==> src/rtl/imem_pkg.sv <==
// Shared types for the loadable instruction memory.
// Imported by the RAM wrapper and the top level.
package imem_pkg;

  typedef enum logic [1:0] {
    S_CLEAR,
    S_RUN,
    S_LOAD
  } imem_state_t;

  localparam int WORD_BYTES = 4;

endpackage

==> src/rtl/imem_ram.sv <==
// DEPTH x N storage: one synchronous write port,
// one synchronous read port, array not reset.
module imem_ram
  import imem_pkg::*;
#(
  parameter int N = 32,
  parameter int W = 6
) (
  input  logic         clk,
  input  logic         we,
  input  logic [W-1:0] waddr,
  input  logic [N-1:0] wdata,
  input  logic         re,
  input  logic [W-1:0] raddr,
  output logic [N-1:0] rdata
);

  logic [N-1:0] mem [2**W];

  always_ff @(posedge clk) begin
    if (we) mem[waddr] <= wdata;
    if (re) rdata <= mem[raddr];
  end

endmodule

==> src/rtl/imem_loadable.sv <==
// Instruction RAM: cleared after reset, stream-loaded,
// read via a registered one-cycle fetch port.
module imem_loadable
  import imem_pkg::*;
#(
  parameter int N   = 32,
  parameter int W   = 6,
  parameter int PCW = 64
) (
  input  logic           clk,
  input  logic           reset,
  output logic           fetch_ready,
  input  logic           fetch_req,
  input  logic [PCW-1:0] fetch_addr,
  output logic           fetch_valid,
  output logic [N-1:0]   fetch_data,
  output logic           fetch_fault,
  input  logic           load_start,
  input  logic           load_valid,
  input  logic [N-1:0]   load_data,
  input  logic           load_done,
  output logic           load_ready,
  output logic           load_overflow,
  output logic [W:0]     loaded_words
);

  localparam int DEPTH = 2**W;
  localparam logic [PCW-1:0] LIMIT =
    PCW'(DEPTH * WORD_BYTES);
  localparam logic [W-1:0] LAST = W'(DEPTH - 1);

  imem_state_t state, state_n;
  logic [W-1:0] cptr, cptr_n;
  logic [W:0]   wptr, wptr_n;
  logic         ovf, ovf_n;

  logic         we;
  logic [W-1:0] waddr;
  logic [N-1:0] wdata;

  logic         acc, fault, re;
  logic         vld_q, flt_q, hit_q;
  logic [N-1:0] rdata;

  assign fetch_ready   = (state == S_RUN);
  assign load_ready    = (state == S_LOAD) && !wptr[W];
  assign load_overflow = ovf;
  assign loaded_words  = wptr;

  always_ff @(posedge clk) begin
    if (reset) begin
      state <= S_CLEAR;
      cptr  <= '0;
      wptr  <= '0;
      ovf   <= 1'b0;
    end else begin
      state <= state_n;
      cptr  <= cptr_n;
      wptr  <= wptr_n;
      ovf   <= ovf_n;
    end
  end

  always_comb begin
    state_n = state;
    cptr_n  = cptr;
    wptr_n  = wptr;
    ovf_n   = ovf;
    we      = 1'b0;
    waddr   = wptr[W-1:0];
    wdata   = load_data;
    unique case (state)
      S_CLEAR: begin
        we     = 1'b1;
        waddr  = cptr;
        wdata  = '0;
        cptr_n = cptr + 1'b1;
        if (cptr == LAST) state_n = S_RUN;
      end
      S_RUN: begin
        if (load_start) begin
          state_n = S_LOAD;
          wptr_n  = '0;
          ovf_n   = 1'b0;
        end
      end
      S_LOAD: begin
        // a restart takes priority over done and data
        if (load_start) begin
          wptr_n = '0;
          ovf_n  = 1'b0;
        end else begin
          if (load_valid && load_ready) begin
            we     = 1'b1;
            wptr_n = wptr + 1'b1;
          end else if (load_valid) begin
            ovf_n = 1'b1;
          end
          if (load_done) state_n = S_RUN;
        end
      end
      default: state_n = S_CLEAR;
    endcase
  end

  assign acc   = fetch_req && fetch_ready;
  assign fault = (fetch_addr[1:0] != 2'b00) ||
                 (fetch_addr >= LIMIT);
  assign re    = acc && !fault && !reset;

  imem_ram #(.N(N), .W(W)) u_ram (
    .clk   (clk),
    .we    (we && !reset),
    .waddr (waddr),
    .wdata (wdata),
    .re    (re),
    .raddr (fetch_addr[W+1:2]),
    .rdata (rdata)
  );

  // hit_q gates the unreset RAM output; held between fetches
  always_ff @(posedge clk) begin
    if (reset) begin
      vld_q <= 1'b0;
      flt_q <= 1'b0;
      hit_q <= 1'b0;
    end else begin
      vld_q <= acc;
      if (acc) begin
        flt_q <= fault;
        hit_q <= !fault;
      end
    end
  end

  assign fetch_valid = vld_q;
  assign fetch_fault = vld_q && flt_q;
  assign fetch_data  = hit_q ? rdata : '0;

endmodule

==> config.mk <==
export PLATFORM = sky130hd
export DESIGN_NAME = imem_loadable
export DESIGN_NICKNAME = d
export VERILOG_FILES = /design/src/rtl/imem_pkg.sv /design/src/rtl/imem_ram.sv /design/src/rtl/imem_loadable.sv
export SDC_FILE = /design/constraint.sdc
export NUM_CORES = 2
export LEC_CHECK = 0
export BUFFER_PORTS_ARGS = -buffer_cell sky130_fd_sc_hd__clkbuf_2
export CAP_MARGIN = 15
export CELL_PAD_IN_SITES_DETAIL_PLACEMENT = 0
export CELL_PAD_IN_SITES_GLOBAL_PLACEMENT = 1
export CORE_ASPECT_RATIO = 1.75
export CORE_MARGIN = 2
export CORE_UTILIZATION = 36
export DETAILED_ROUTE_END_ITERATION = 10
export GPL_ROUTABILITY_DRIVEN = 0
export GPL_TIMING_DRIVEN = 0
export PLACE_DENSITY = 0.55
export SETUP_SLACK_MARGIN = 0.5
export SYNTH_ARGS = -nofsm -noshare
export SYNTH_HDL_FRONTEND = slang
export SYNTH_SLANG_ARGS = --single-unit
==> constraint.sdc <==
create_clock -name clk -period 3.7 [get_ports clk]
set_clock_uncertainty 0.1 [all_clocks]
set_input_delay 0.74 -clock clk [delete_from_list [all_inputs] [get_ports clk]]
set_output_delay 0.74 -clock clk [all_outputs]
set_load 0.005 [all_outputs]
==> flow_metrics.tcl <==
set metrics [dict create \
    crit_path_end_kind "flip-flop" \
    die_area_mm2 0.2289 \
    routed_wl_um 287400 \
    wl_per_cell_um 39.81 \
    p_leak_uw 0.03151 \
    start_util_pct 36.17 \
    cts_root_buf "clkbuf_16" \
    stdcell_area_mm2 0.09726 \
    overflow 0 \
    cts_tree "done" \
    syn_inst 3572 \
    intPower_uw 39510 \
    path_clk_slew_ns 0.06 \
    fin_nets 4287 \
    antenna_left 0 \
    cts.sinks 2099 \
    placedCellCount 6779 \
    avgSynthCellArea_um2 22.67 \
    clockPowerShare_pct 38.0 \
    tightest_slew_ns 1.170 \
    crit_slowest_cell "clkbuf_1" \
    rows 230 \
    setup_viol 0 \
    coreArea_mm2 0.2239 \
    synth_top_flop_cell "edfxtp_1" \
    synth-seq-area-share_pct 77.61 \
    stdcell_count 7218 \
    detailed_place.area_mm2 0.08954 \
    slew_headroom_pct 22.00 \
    max_stage_delay_ns 0.93 \
    fin_crit_ns 3.380 \
    ys_top_cells_by_area "edfxtp_1, mux4_2, mux2i_1, nor2_1, dfxtp_1" \
    drv_cap 0 \
    crit_arrival_ns 3.86 \
    ys_seq_elements 2099 \
    finalHoldViolations 0 \
    sw_frac_of_total_pct 23.70 \
    vdd_drop_max_mv 0.3478 \
    vias_per_cell 5.759 \
    layout-drive-gt1-share_pct 35.70 \
    synth.most_common_cell "edfxtp_1" \
    area_growth_pct 20.11 \
    p_comb_share_pct 9.5 \
    ys_top_cells_by_count "edfxtp_1, mux4_2, mux2i_1" \
    holdBufCountCts 0 \
    grt_pass1_wl_um 377800 \
    timing.fmax_ghz 0.2959 \
    worstHoldPathType "primary input to flip-flop" \
    synth_top_area_share_pct 77.14 \
    numPortBuffers 140 \
    ctsLongestPathBuffers 4 \
    drc 0 \
    critPathMaxFanout 10 \
    crit_chain "clkbuf_1, nand2b_1, clkbuf_2, clkbuf_1, o22ai_1, buf_6, a211oi_2" \
    synth-async-reset-ratio_pct 0 \
    total_power_uw 51780 \
    die_y_um 631.4 \
    clkLatencyLatePin_ns 0.86 \
    die_width_um 362.5 \
    ios 146 \
    start_kind "primary input" \
    drt_iter0_markers 5006 \
    power_frac_seq_pct 52.5 \
    drt_pass1_iterations 5 \
    p_sw_uw 12270 \
    grt_setup_unrepaired "yes" \
    critPathRequiredTime_ns 4.18 \
    yosys_warnings 0 \
    crit_type "primary input to flip-flop" \
    min_period_over_period_pct 91.35 \
    via_count 41570 \
    powerDensity_mw_per_mm2 532.4 \
    cts_made_buffers 195 \
    dp.final_hpwl_um 198200 \
    synth-edff-count 2080 \
    syn_nets 3679 \
    worst_hold_slack_ns 0.07279 \
    grt.total_usage_pct 24.72 \
    netlist_area_mm2 0.08097 \
    slew_violations 0 \
    grt_pass1_vias 42230 \
    cpMostUsedCell "clkbuf_1" \
    antenna_found_initial 15 \
    yosysTopAreaCell "edfxtp_1" \
    grt_max_degree 53 \
    fillers 19070 \
    status "complete, no violations" \
    h-tree-depth 4 \
    ys_types 56 \
]
[final timing paths]
path	slack (ns)	cells after the start	endpoint	from
worst min register to register	0.39	2	load_overflow$_SDFFE_PP0P_	load_overflow$_SDFFE_PP0P_
worst min-delay path	0.07	3	fetch_valid$_SDFF_PP0_	fetch_req
worst max-delay path	0.32	7	u_ram.rdata[16]$_DFFE_PP_	fetch_addr[7]
worst max register to register	0.52	8	u_ram.mem[15][2]$_DFFE_PP_	state[1]$_SDFFE_PP0P_
[stage by stage]
stage	TNS, ns	setup slack (ns)	util [%]
floorplan	0	0.1334	-
global placement	-8237.75	-3.559	38.14
detailed placement	-110.49	-1.974	39.99
CTS	0	0.06736	43.23
global route	0	0.3858	43.44
finish	0	0.3200	43.44
[layout make-up]
| cell class | instances | area (µm²) | share of cell area [%] |
|---|---|---|---|
| antenna | 1 | 2.502 | 0.002573 |
| buffer | 187 | 1340 | 1.378 |
| clock inverter | 90 | 837.1 | 0.8607 |
| multi-input combinational | 1287 | 18240 | 18.75 |
| sequential | 2099 | 62840 | 64.62 |
| timing repair buffer | 404 | 5241 | 5.389 |
| tap | 2900 | 3628 | 3.731 |
| inverter | 6 | 22.52 | 0.02316 |
| clock buffer | 244 | 5106 | 5.250 |
[metal layers]
metal / vias to the layer above / share of wire (%) / GRT usage [%]
li1: 16340 / - / -
met3: 502 / 5.3 / 2.928
met2: 1794 / 52 / 44.00
met5: - / 0.0087 / 0
met4: 4 / 6.8 / 14.35
met1: 22930 / 36 / 28.66
[flip-flops by register name, summed over array words and instances, names as in the netlist]
name / cells
u_ram.mem: 2048
u_ram.rdata: 32
loaded_words: 7
cptr: 6
state: 2
fetch_valid: 1
flt_q: 1
hit_q: 1
load_overflow: 1
[critical path, delay by kind of cell]
kind	cells	cell delay, ns
AO/OA/AOI/OAI	2	0.79
AND/OR/NAND/NOR	1	0.18
buffers and inverters	4	2.13
[power groups by stage]
stage | clock [µW] | combinational, µW | sequential [µW]
final | 19700 | 4890 | 27200
after global routing | 20800 | 5030 | 27200
after CTS | 20000 | 4800 | 27200
after detailed placement | 0 | 4690 | 27700
after global placement | 0 | 4020 | 27900
after floorplan | 0 | 2120 | 27700
[timing repair]
action                                   CTS  global route
pin swaps                                 46            20
hold endpoints to repair                   0             0
setup buffers                             63            34
gates cloned                               0             7
endpoints found under the setup margin  2469          2365
gates resized for setup                  172            26
[logic make-up (layout without fill, tap and decap cells)]
kind of cell | count (synthesis) | after routing | share of synthesized area (%)
DFF | 2099 | 2099 | 77.61
muxes | 715 | 715 | 16.94
and+or+nand+nor | 341 | 348 | 2.103
AOI/OAI and AO/OA | 211 | 211 | 1.859
buffers and inverters | 193 | 931 | 1.329
xor gates and xnor gates | 8 | 8 | 0.08654
adders and majority gates | 5 | 5 | 0.07726
other | 0 | 1 | 0
[cell usage in the layout (no fill, tap or decap), types with 14 or more instances in the layout]
master / Yosys / layout
a211oi_1: 20 / 14
a21oi_1: 27 / 22
a22o_1: 14 / 14
a22oi_1: 42 / 37
and2_1: 41 / 39
buf_12: 0 / 143
buf_16: 0 / 34
buf_2: 53 / 24
buf_4: 41 / 130
buf_6: 15 / 35
buf_8: 1 / 14
bufinv_16: 0 / 16
clkbuf_1: 59 / 71
clkbuf_16: 0 / 197
clkbuf_2: 3 / 166
clkinv_1: 0 / 41
clkinv_2: 0 / 22
dfxtp_1: 19 / 18
edfxtp_1: 2080 / 2080
mux2_2: 32 / 32
mux2i_1: 162 / 151
mux4_2: 521 / 521
nand2_1: 54 / 39
nand3_1: 18 / 18
nor2_1: 103 / 36
nor2_4: 0 / 64
nor2b_1: 54 / 18
nor2b_4: 0 / 34
nor3_1: 24 / 15
nor4_1: 15 / 15
o211ai_1: 15 / 15
o21ai_0: 22 / 21
o22ai_1: 24 / 23
No activity file was read; power rests on OpenSTA's default activity.
